File: config.mk
export PLATFORM = sky130hd
export DESIGN_NAME = tile_spawner_flat
export DESIGN_NICKNAME = d
export VERILOG_FILES = /design/src/rtl/tile_spawner_if.sv /design/src/rtl/tile_spawner.sv /design/src/flat_wrapper.sv
export SDC_FILE = /design/constraint.sdc
export NUM_CORES = 1
export LEC_CHECK = 0
export CAP_MARGIN = 10
export CORE_ASPECT_RATIO = 0.6
export CORE_UTILIZATION = 45
export DETAILED_ROUTE_END_ITERATION = 8
export GPL_TIMING_DRIVEN = 0
export PLACE_DENSITY = 0.81
export SYNTH_ARGS = -nofsm -noshare
export SYNTH_HDL_FRONTEND = slang
export SYNTH_SLANG_ARGS = --single-unit
export TNS_END_PERCENT = 30
File: constraint.sdc
create_clock -name clk -period 4.5 [get_ports clk]
set_input_delay 0.9 -clock clk [delete_from_list [all_inputs] [get_ports clk]]
set_output_delay 0.9 -clock clk [all_outputs]
set_load 0.01 [all_outputs]
File: src/rtl/tile_spawner_if.sv
// Tile spawner request/result bundle.
//   req   : spawn request (master -> slave)
//   board : flattened N*N cells of CW bits, cell i at [i*CW +: CW]
//   busy  : slave is working on a request
//   done  : one-cycle result strobe
//   idx   : chosen cell index
//   code  : code to write into the chosen cell (1 or 2; 0 when full)
//   full  : board had no empty cell
interface tile_spawner_if #(
    parameter int unsigned N  = 4,
    parameter int unsigned CW = 4
);
    localparam int unsigned CELLS = N * N;
    localparam int unsigned IW    = $clog2(CELLS);

    logic                  req;
    logic [CELLS*CW-1:0]   board;
    logic                  busy;
    logic                  done;
    logic [IW-1:0]         idx;
    logic [CW-1:0]         code;
    logic                  full;

    modport master (output req, board, input busy, done, idx, code, full);
    modport slave  (input req, board, output busy, done, idx, code, full);
endinterface

File: src/rtl/tile_spawner.sv
// Picks a random empty cell of a 2048-style board and the tile code to place.
// A free-running 16-bit Galois LFSR drives both the 2-vs-4 choice and the
// random probes; after MAX_TRIES misses a linear scan guarantees completion.
// Ports:
//   clk  : clock, rising edge
//   rst  : asynchronous active-high reset
//   bus  : tile_spawner_if.slave (req/board in; busy/done/idx/code/full out)
module tile_spawner #(
    parameter int unsigned N         = 4,
    parameter int unsigned CW        = 4,
    parameter logic [15:0] SEED      = 16'hACE1,
    parameter logic [7:0]  P4_THRESH = 8'd26,
    parameter int unsigned MAX_TRIES = 8
) (
    input  logic           clk,
    input  logic           rst,
    tile_spawner_if.slave  bus
);
    localparam int unsigned CELLS = N * N;
    localparam int unsigned IW    = $clog2(CELLS);
    localparam int unsigned TW    = $clog2(MAX_TRIES + 1);
    localparam int unsigned BW    = CELLS * CW;
    // x^16+x^14+x^13+x^11+1 in right-shifting Galois form
    localparam logic [15:0] TAPS  = 16'hB400;

    typedef enum logic [1:0] {S_IDLE, S_PROBE, S_SCAN, S_DONE} state_e;

    state_e          state_q, state_d;
    logic [15:0]     lfsr_q, lfsr_d;
    logic [TW-1:0]   try_q, try_d;
    logic [IW-1:0]   ptr_q, ptr_d;
    logic [BW-1:0]   snap_q, snap_d;
    logic [IW-1:0]   idx_q, idx_d;
    logic [CW-1:0]   code_q, code_d;
    logic            full_q, full_d;
    logic            busy_q, done_q;

    logic [CW-1:0]   snap_cell [CELLS];
    logic            any_empty;
    logic [IW-1:0]   cand;

    // LFSR advances every cycle regardless of FSM state
    always_comb begin
        lfsr_d = {1'b0, lfsr_q[15:1]} ^ (lfsr_q[0] ? TAPS : 16'h0000);
    end

    // Unpack the snapshot and look for any empty cell on the live board
    always_comb begin
        any_empty = 1'b0;
        for (int unsigned i = 0; i < CELLS; i++) begin
            snap_cell[i] = snap_q[i*CW +: CW];
            if (bus.board[i*CW +: CW] == '0) begin
                any_empty = 1'b1;
            end
        end
    end

    assign cand = lfsr_q[IW-1:0];

    // Next-state and result logic
    always_comb begin
        state_d = state_q;
        try_d   = try_q;
        ptr_d   = ptr_q;
        snap_d  = snap_q;
        idx_d   = idx_q;
        code_d  = code_q;
        full_d  = full_q;
        case (state_q)
            S_IDLE: begin
                if (bus.req) begin
                    if (any_empty) begin
                        snap_d  = bus.board;
                        code_d  = (lfsr_q[15:8] < P4_THRESH) ? CW'(2) : CW'(1);
                        full_d  = 1'b0;
                        try_d   = '0;
                        state_d = S_PROBE;
                    end else begin
                        full_d  = 1'b1;
                        idx_d   = '0;
                        code_d  = '0;
                        state_d = S_DONE;
                    end
                end
            end
            S_PROBE: begin
                if (snap_cell[cand] == '0) begin
                    idx_d   = cand;
                    state_d = S_DONE;
                end else begin
                    try_d = TW'(try_q + TW'(1));
                    // Last allowed miss: fall back to a scan just past it
                    if (try_q == TW'(MAX_TRIES - 1)) begin
                        ptr_d   = IW'(cand + IW'(1));
                        state_d = S_SCAN;
                    end
                end
            end
            S_SCAN: begin
                if (snap_cell[ptr_q] == '0) begin
                    idx_d   = ptr_q;
                    state_d = S_DONE;
                end else begin
                    ptr_d = IW'(ptr_q + IW'(1));
                end
            end
            S_DONE: begin
                state_d = S_IDLE;
            end
            default: begin
                state_d = S_IDLE;
            end
        endcase
    end

    // State and output registers; busy/done track the next state
    always_ff @(posedge clk or posedge rst) begin
        if (rst) begin
            state_q <= S_IDLE;
            lfsr_q  <= SEED;
            try_q   <= '0;
            ptr_q   <= '0;
            snap_q  <= '0;
            idx_q   <= '0;
            code_q  <= '0;
            full_q  <= 1'b0;
            busy_q  <= 1'b0;
            done_q  <= 1'b0;
        end else begin
            state_q <= state_d;
            lfsr_q  <= lfsr_d;
            try_q   <= try_d;
            ptr_q   <= ptr_d;
            snap_q  <= snap_d;
            idx_q   <= idx_d;
            code_q  <= code_d;
            full_q  <= full_d;
            busy_q  <= (state_d != S_IDLE);
            done_q  <= (state_d == S_DONE);
        end
    end

    assign bus.busy = busy_q;
    assign bus.done = done_q;
    assign bus.idx  = idx_q;
    assign bus.code = code_q;
    assign bus.full = full_q;
endmodule

File: src/flat_wrapper.sv
// flat-port wrapper written by rule: the top's interface ports become plain ports
module tile_spawner_flat 
#(
    parameter int unsigned N         = 4,
    parameter int unsigned CW        = 4,
    parameter logic [15:0] SEED      = 16'hACE1,
    parameter logic [7:0]  P4_THRESH = 8'd26,
    parameter int unsigned MAX_TRIES = 8
)
  (clk, rst, bus_req, bus_board, bus_busy, bus_done, bus_idx, bus_code, bus_full);
  tile_spawner_if #(.N(N), .CW(CW)) bus_i ();
  input  logic clk;
  input  logic rst;
  input wire logic [$bits(bus_i.req)-1:0] bus_req;
  input wire logic [$bits(bus_i.board)-1:0] bus_board;
  output wire logic [$bits(bus_i.busy)-1:0] bus_busy;
  output wire logic [$bits(bus_i.done)-1:0] bus_done;
  output wire logic [$bits(bus_i.idx)-1:0] bus_idx;
  output wire logic [$bits(bus_i.code)-1:0] bus_code;
  output wire logic [$bits(bus_i.full)-1:0] bus_full;
  assign bus_i.req = bus_req;
  assign bus_i.board = bus_board;
  assign bus_busy = bus_i.busy;
  assign bus_done = bus_i.done;
  assign bus_idx = bus_i.idx;
  assign bus_code = bus_i.code;
  assign bus_full = bus_i.full;
  tile_spawner #(.N(N), .CW(CW), .SEED(SEED), .P4_THRESH(P4_THRESH), .MAX_TRIES(MAX_TRIES)) u_core (.clk(clk), .rst(rst), .bus(bus_i));
endmodule
# Yosys cells after proc, flatten, opt, wreduce, memory -nomap -nowiden
# Index checks and enable logic that the tools add are counted.
dict set report word_totals {
  ff_bits 101
  inputBits 67
  output_inout_bits 11
}
dict set report classes {
  n_addsub 3
  magnitude_cmp 3
  n_eq_ne 13
  muxes 45
  bitwise 3
  reduce_logical 28
}
# cell n
set op_table {}
lappend op_table {{$logic_not 4->1} 18}
lappend op_table {{$mux 4} 15}
lappend op_table {{$bmux 4 s4} 2}
lappend op_table {{$mux 1} 17}
lappend op_table {{$mux 16} 1}
lappend op_table {{$pmux 4 s2} 2}
lappend op_table {{$xor 15x16->16} 1}
lappend op_table {{$add 4x1->4 const B} 3}
lappend op_table {{$mux 2} 6}
lappend op_table {{$pmux 4 s3} 1}
lappend op_table {{$ge 5x5->1 const B} 2}
lappend op_table {{$not 4->5} 2}
lappend op_table {{$lt 8x5->1 const B} 1}
lappend op_table {{$ne 2x1->1 const B} 4}
lappend op_table {{$ne 2x2->1 const B} 4}
lappend op_table {{$pmux 2 s4} 1}
lappend op_table {{$reduce_and 4->1} 2}
lappend op_table {{$eq 2x2->1 const B} 3}
lappend op_table {{$reduce_bool 2->1} 3}
lappend op_table {{$reduce_and 5->1} 1}
lappend op_table {{$eq 4x3->1 const B} 1}
lappend op_table {{$reduce_and 3->1} 1}
lappend op_table {{$reduce_bool 3->1} 1}
lappend op_table {{$eq 2x1->1 const B} 1}
lappend op_table {{2 further kinds} 2}

# Longest topological paths before layout
# Gate-level depths: netlist (run 1).
dict set report logic_depth {
  depth_word 21
  ltp_mapped 9
  mapped_depth_nobuf 9
}

# Worst setup path before layout (run 1)
# OpenSTA, ideal clock, no wires.
dict set report synth_path {
  kind {register to register}
  start {reg u_core.snap_q[44]}
  end {reg u_core.idx_q[0] (netlist: u_core.bus.idx[0])}
  setup_time_ns 0.125
  arrival_time_ns 2.555
  slack_ns 1.820
  path_stages_with_launch 7
  path_buffers 0
  cell_sequence {dfrtp_1 or4_4 mux4_2 a311o_2 nor3_4 o2111ai_4 mux2_4}
}
dict set report synth_between {
  elab_chain_len 6
  elab_cells_between_ends 11
  classes_between {2 x eq/ne; 6 x mux; 3 x reduce/logical}
}
# element line_no
set synth_lines {}
lappend synth_lines {{from (decl)} tile_spawner.sv:32} ;# logic [BW-1:0] snap_q, snap_d;
lappend synth_lines {{from (signal assigned)} tile_spawner.sv:134} ;# snap_q <= snap_d;
lappend synth_lines {{$bmux 4 s4 (on tied branches)} {tile_spawner.sv:100, tile_spawner.sv:87}}
lappend synth_lines {{$mux 4 (on tied branches) (2 in series)} {tile_spawner.sv:100, tile_spawner.sv:87}}
lappend synth_lines {{$logic_not 4->1 (on tied branches)} {tile_spawner.sv:100, tile_spawner.sv:87}}
lappend synth_lines {{$ne 2x1->1 (no source line)} -}
lappend synth_lines {{$reduce_and 5->1 (no source line) (*)} -}
lappend synth_lines {{to (signal assigned)} tile_spawner.sv:135} ;# idx_q <= idx_d;
lappend synth_lines {{to (decl)} tile_spawner.sv:33} ;# logic [IW-1:0] idx_q, idx_d;
# Mark *: on every way between the ends. The rest lies on a longest branch, timed or not. The select of a mux whose other input is x is not followed.
# A chain may end at the register's enable or synchronous reset.

# Worst setup path after layout (run 1)
dict set report layout_path {
  start {in bus_board[41]}
  end {reg u_core.try_q[0]}
}
dict set report layout_between {
  elab_chain_len 9
}
# element line_no
set layout_lines {}
lappend layout_lines {{from (decl)} flat_wrapper.sv:15} ;# input wire logic [$bits(bus_i.board)-1:0] bus_board;
lappend layout_lines {{$logic_not 4->1} tile_spawner.sv:52} ;# if (bus.board[i*CW +: CW] == '0) begin
lappend layout_lines {{$mux 1 (6 in series)} tile_spawner.sv:52}
lappend layout_lines {{$ne 2x1->1 (no source line)} -}
lappend layout_lines {{$reduce_and 4->1 (no source line)} -}
lappend layout_lines {{to (signal assigned)} tile_spawner.sv:132} ;# try_q <= try_d;
lappend layout_lines {{to (decl)} tile_spawner.sv:30} ;# logic [TW-1:0] try_q, try_d;
# Every way passes these cells.

==> results of run 1 <==
-- area by class of cell --
cell class | instances | area [sq um]
clock buffer | 12 | 246
fill | 782 | 4060
inverter | 14 | 55.1
buffer | 20 | 124
tap | 135 | 169
multi-input combinational | 239 | 2110
timing repair buffer | 76 | 778
sequential | 99 | 2490
clock inverter | 4 | 57.6
-- cell usage in the layout, fill, tap and decap left out, drive strengths merged, types with 5 or more instances in the layout --
master / synthesis / final
ha: 7 / 7
inv: 14 / 16
dfrtp: 91 / 91
clkbuf: 15 / 27
clkdlybuf4s50: 0 / 75
nand2: 13 / 13
nor3: 8 / 8
mux2i: 7 / 7
mux2: 70 / 70
nand2b: 5 / 5
nand3: 9 / 9
or4: 8 / 8
buf: 5 / 6
a22oi: 5 / 5
nor2: 7 / 7
dfstp: 8 / 8
nor4: 31 / 31
-- report_power, final --
group | internal, mW | switching, mW | total (mW)
Combinational | 0.696 | 0.633 | 1.33
Clock | 0.453 | 0.339 | 0.792
Sequential | 1.25 | 0.200 | 1.45
-- stage by stage --
| stage | power, mW | worst slack, ns | hold slack [ns] | setup TNS [ns] |
|---|---|---|---|---|
| 2_1_floorplan | 2.37 | 1.02 | 0.331 | 0 |
| 3_3_place_gp | 2.68 | -0.296 | 0.338 | -26.07 |
| 3_5_place_dp | 2.77 | 0.581 | 0.337 | 0 |
| 4_1_cts | 3.58 | 0.933 | 0.359 | 0 |
| 5_1_grt | 3.78 | 0.653 | 0.361 | 0 |
| 6_report | 3.57 | 0.936 | 0.356 | 0 |
-- path summary, 6_finish.rpt --
| check | from | end | slack (ns) | depth (start not counted) |
|---|---|---|---|---|
| setup reg to reg | u_core.snap_q[60] | u_core.bus.idx[2] | 1.49 | 6 |
| hold reg to reg | u_core.lfsr_q[8] | u_core.lfsr_q[7] | 0.36 | 0 |
| min in group asynchronous | rst | u_core.snap_q[5] | 0.86 | 2 |
| setup / recovery | bus_board[41] | u_core.try_q[0] | 0.94 | 8 |
| hold / removal | u_core.lfsr_q[8] | u_core.lfsr_q[7] | 0.36 | 0 |
| max in group asynchronous | rst | u_core.lfsr_q[0] | 2.96 | 3 |
-- logic make-up (layout without fill, tap and decap cells) --
kind of cell / after synthesis / count (layout) / share of synthesized area (%)
flops: 99 / 99 / 52.2
simple gates: 102 / 102 / 13.2
other cells: 1 / 2 / 0.0786
compound gates: 44 / 44 / 8.89
xor+xnor: 5 / 5 / 0.918
fa+ha+maj: 7 / 7 / 1.84
mux: 79 / 79 / 19.3
buf+inv: 34 / 126 / 3.70
-- sequential cells by signal, summed over array words and instances (netlist names) --
name,cells
u_core.bus.idx,4
u_core.snap_q,64
u_core.ptr_q,4
u_core.bus.done,1
u_core.bus.full,1
u_core.try_q,4
u_core.state_q,2
u_core.bus.code,2
u_core.bus.busy,1
u_core.lfsr_q,16
-- metal layers --
| metal | vias to the layer above | GRT usage (%) |
|---|---|---|
| li1 | 1579 | - |
| met1 | 1713 | 31.4 |
| met2 | 110 | 33.3 |
| met3 | 14 | 7.22 |
| met4 | 0 | 6.97 |
| met5 | - | 0 |
==> out/qor.yml, run 1 <==
worst_hold_path_type: "reg -> reg"
hold_viol_final: 0
cpPeakStageDelay_ns: 0.61
routed.top_layer: "met4"
vias: 3416
wl_mm: 11.2
path_clk_slew_ns: 0.07
rsz0062_at_grt: "false"
synth.distinct_cells: 67
utilization_pct: 59.7
rows: 28
slew_viol_final: 0
postPlaceCellArea_sq_mm: 0.00572
power_density_mw_per_mm2: 592
syn_area_sq_mm: 0.00477
core_sq_mm: 0.0101
ys_async_sr_fraction_pct: 100
synthFlopType: "dfrtp_1"
yosysWarnings: 0
drtIter0Drc: 226
cp-end-kind: "flip-flop"
startpoint_type: "primary input"
cts_setup_buffers: 0
yosys.area.top_type: "dfrtp_1"
area_growth_pct: 26.4
dp.cells: 583
cts_root_buffer: "clkbuf_16"
drive_gt1_share_pct: 26.1
crit_family: "simple AND/OR/NAND/NOR gates"
nNetsFinal: 533
synth_cells: 371
wl_per_cell_microns: 18.7
clkLatencyLatePin_ns: 0.35
dieHeight_microns: 81.7
ant_nets: 0
fin_skew_ns: 0.00722
synth_edf_count: 0
worst-path-max-fanout: 10
tightestPinTransition_ns: 0.870
h-tree-depth: 3
drcViolationCount: 0
fin_crit_sh_pct: 79.2
synth_area_leaders: "dfrtp_1 (48%), mux2_2 (15%), dfstp_2 (4.4%)"
worstPathArrival_ns: 3.79
wl_met2_mm: 4.88
status: "completed"
setup_violations: 0
instances_no_fill: 599
viasPerCell: 5.70
grt_max_degree: 77
grt_overflow: 0
synth-seq-cells: 99
cp_num_buf_inv: 2
grt_pass1_wl_mm: 18.2
ys_seq_area_share_pct: 52.2
start_util_pct: 47.3
gp_congestion: 0.874
path_class: "in -> reg"
period_minus_slack_ns: 3.56
p_leak_nw: 2.49
syn_area_per_cell_sq_um: 12.9
crit_slowest_cell: "nor4_1"
relSlewSlack_pct: 41.6
path_common_cell: "nor4_1"
wl_met1_mm: 5.32
cp.required_ns: 4.73
die_area_sq_mm: 0.0110
fin_area_sq_mm: 0.00603
ys_top_cells_by_count: "dfrtp_1 (91), mux2_2 (64), nor4_1 (31), inv_1 (14), nand2_1 (13)"
dp_hpwl_mm: 8.37
irDropWorstVdd_uv: 276
clock_sinks: 99
dr_wl_met3_microns: 865
die_x_microns: 135
cts_tree: "built"
cts_buffers: 9
gr-usage-all-layers_pct: 22.4
port_buffers: 75
netlist.area_leader.share_pct: 47.7
ctsResizeCount: 0
grt_pass1_vias: 3542
path_cells: "clkdlybuf4s50_1 -> nor4_1 -> nor4_1 -> nand4_1 -> nand3_1 -> clkbuf_1 -> a21o_2 -> o311ai_0"
io-pin-count: 78
ctsHoldBuffers: 0
dr.pass1.iters: 5
diodes: 0
cts.path.max_buffers: 2
maxCapViolations: 0
yosysMostFrequentCell: "dfrtp_1"
antenna_found_initial: 0
maxClockFrequency_mhz: 281
Power figures use the tool's default switching activity.
==> run 2, diff against run 1 <==
--- a/config.mk
+++ b/config.mk
@@ -10,7 +10,7 @@
 export CORE_UTILIZATION = 45
 export DETAILED_ROUTE_END_ITERATION = 8
 export GPL_TIMING_DRIVEN = 0
-export PLACE_DENSITY = 0.81
+export PLACE_DENSITY = 0.84
 export SYNTH_ARGS = -nofsm -noshare
 export SYNTH_HDL_FRONTEND = slang
 export SYNTH_SLANG_ARGS = --single-unit
==> constraint.sdc (replaced) <==
create_clock -name clk -period 3.2 [get_ports clk]
set_input_delay 0.64 -clock clk [delete_from_list [all_inputs] [get_ports clk]]
set_output_delay 0.64 -clock clk [all_outputs]
set_load 0.01 [all_outputs]
==> out/qor.yml, run 2 (synthesis results as in run 1) <==
path_clk_slew_ns: 0.07  # about the same
antenna_found_initial: 0  # unchanged
setup_violations: 0  # unchanged
crit_slowest_cell: "clkdlybuf4s50_1"
cpPeakStageDelay_ns: 0.51  # -0.10 ns
wl_mm: 11.2  # +0.27%
gp_congestion: 0.877  # +0.33%
core_sq_mm: 0.0101  # unchanged
maxClockFrequency_mhz: 322
drcViolationCount: 0  # unchanged
worst-path-max-fanout: 10  # unchanged
r2r_slack_ns: 0.14  # -1.35 ns
die_area_sq_mm: 0.0110  # unchanged
min_from: "u_core.lfsr_q[4]"
drtIter0Drc: 191  # -15%
reg.largest.list: "u_core.snap_q x64, u_core.lfsr_q x16"
cp-end-kind: "flip-flop"
ctsHoldBuffers: 0  # unchanged
cts_buffers: 9  # unchanged
regMostFlops: "u_core.snap_q"
worstPathArrival_ns: 3.34  # -0.45 ns
fin_skew_ns: 0.0104  # +0.00315 ns
wl_per_cell_microns: 18.7  # +0.10%
hold_viol_final: 0  # unchanged
tns_ns: 0  # unchanged
path_common_cell: "nor4_1"
multi_input_area_sq_mm: 0.00214  # +1.6%
port_buffers: 75  # unchanged
largest_reg_flops: 64  # unchanged
io-pin-count: 78  # unchanged
reg2reg_depth: 6  # unchanged
crit_family: "simple AND/OR/NAND/NOR gates"
dr.pass1.iters: 6  # +1
cp.required_ns: 3.43  # -1.30 ns
r2r_end: "u_core.bus.idx[3]"
rsz0062_at_grt: "true"
cts_setup_buffers: 0  # unchanged
status: "completed"
worstReg2RegStart: "u_core.snap_q[60]"
worst_hold_path_type: "reg -> reg"
seqCellArea_sq_mm: 0.00249  # unchanged
nFillCells: 800  # +2.3%
place_ws_ns: -0.512  # -1.09 ns
power_density_mw_per_mm2: 828  # +40%
period_minus_slack_ns: 3.10
h-tree-depth: 3  # unchanged
holdPathEnd: "u_core.lfsr_q[3]"
startpoint_type: "primary input"
slew_viol_final: 0  # unchanged
cts_tree: "built"
grt_pass1_wl_mm: 17.5  # -4.3%
vias: 3473  # +1.7%
p_leak_nw: 2.51  # +0.75%
irDropWorstVdd_uv: 384  # +39%
grt_overflow: 0  # unchanged
relSlewSlack_pct: 43.7  # +2.1 points
cts.path.max_buffers: 2  # unchanged
clkLatencyLatePin_ns: 0.35  # about the same
grt_max_degree: 46  # -40%
final_common_cell: "dfrtp_1"
diodes: 0  # unchanged
fin_crit_sh_pct: 97.0
area_growth_pct: 27.6
holdPathStages: 0  # unchanged
path_class: "in -> reg"
rows: 28  # unchanged
layout_common_cells: "dfrtp_1 (91), clkdlybuf4s50_1 (75), mux2_2 (64)"
maxCapViolations: 0  # unchanged
cts_root_buffer: "clkbuf_16"
drive_gt1_share_pct: 28.4  # +2.3 points
clock_sinks: 99  # unchanged
nNetsFinal: 534  # +0.19%
start_util_pct: 47.3  # unchanged
die_x_microns: 135  # unchanged
grt_pass1_vias: 3445  # -2.7%
dp_hpwl_mm: 8.59  # +2.6%
gr-usage-all-layers_pct: 21.5  # -0.95 points
tightestPinTransition_ns: 0.838  # -0.0312 ns
fin_area_sq_mm: 0.00608  # +0.96%
cp_num_buf_inv: 2  # unchanged
path_cells: "clkdlybuf4s50_1 -> nor4_1 -> nor4_1 -> nand4_1 -> nand3_1 -> buf_1 -> mux2_2"
setup_ws_ns: 0.0955  # -0.841 ns
postPlaceCellArea_sq_mm: 0.00574  # +0.24%
dieHeight_microns: 81.7  # unchanged
viasPerCell: 5.79  # +1.5%
ant_nets: 0  # unchanged
hold-worst-slack_ns: 0.357  # +0.000397 ns
[run 2: layout make-up]
cell class,count,area share (%)
Clock inverter,7,1.38
Sequential cell,99,40.9
Tap cell,135,2.78
Clock buffer,9,3.70
Inverter,14,0.925
Multi-Input combinational cell,239,35.2
Timing Repair Buffer,77,13.0
Buffer,20,2.12
[run 2: worst max path at each step]
stage                                 start  cells after the start  slack [ns]           endpoint
after floorplan           u_core.snap_q[44]                      6        0.52  u_core.bus.idx[0]
after global placement        bus_board[57]                      8       -0.45    u_core.try_q[0]
after detailed placement      bus_board[57]                      8       -0.51    u_core.try_q[2]
after CTS                     bus_board[28]                      7      0.0008  u_core.snap_q[54]
after global routing          bus_board[30]                      7        -0.1  u_core.snap_q[32]
final                         bus_board[45]                      7         0.1  u_core.snap_q[44]
[run 2: power breakdown]
part	internal, mW	switching (mW)
Combinational	0.986	0.904
Clock	0.620	0.489
Sequential	1.76	0.284
Total	3.36	1.68
[run 2: per-stage QoR]
| stage | power, mW | util (%) | cells |
|---|---|---|---|
| 2_1_floorplan | 3.34 | - | 372 |
| 3_3_place_gp | 3.77 | 56.5 | 582 |
| 3_5_place_dp | 3.91 | 56.9 | 584 |
| 4_1_cts | 5.03 | 60.0 | 600 |
| 5_1_grt | 5.30 | 60.3 | 600 |
| 6_report | 5.04 | 60.3 | 600 |
[run 2: layer usage]
layer  vias up  part of all wire, %  global-route usage [%]
met5         -                    0                       0
met4         0                  1.4                    6.97
met3        19                  6.9                    5.86
met2       122                   44                    31.9
met1      1750                   48                    30.6
li1       1582                    -                       -
[run 2: repair_timing]
action | 4_1_cts | 5_1_grt
pin swaps | 0 | 0
endpoints found under the setup margin | 4 | 68
endpoints found under the hold margin | 0 | 0
gates resized for setup | 2 | 12
==> run 3, diff against run 2 <==
--- a/config.mk
+++ b/config.mk
@@ -8,6 +8,7 @@
 export CAP_MARGIN = 10
 export CORE_ASPECT_RATIO = 0.6
 export CORE_UTILIZATION = 45
+export CTS_CLUSTER_DIAMETER = 60
 export DETAILED_ROUTE_END_ITERATION = 8
 export GPL_TIMING_DRIVEN = 0
 export PLACE_DENSITY = 0.84
==> results of run 3 <==
Same layout as run 2: the final DEF is identical, and so are final timing and power.
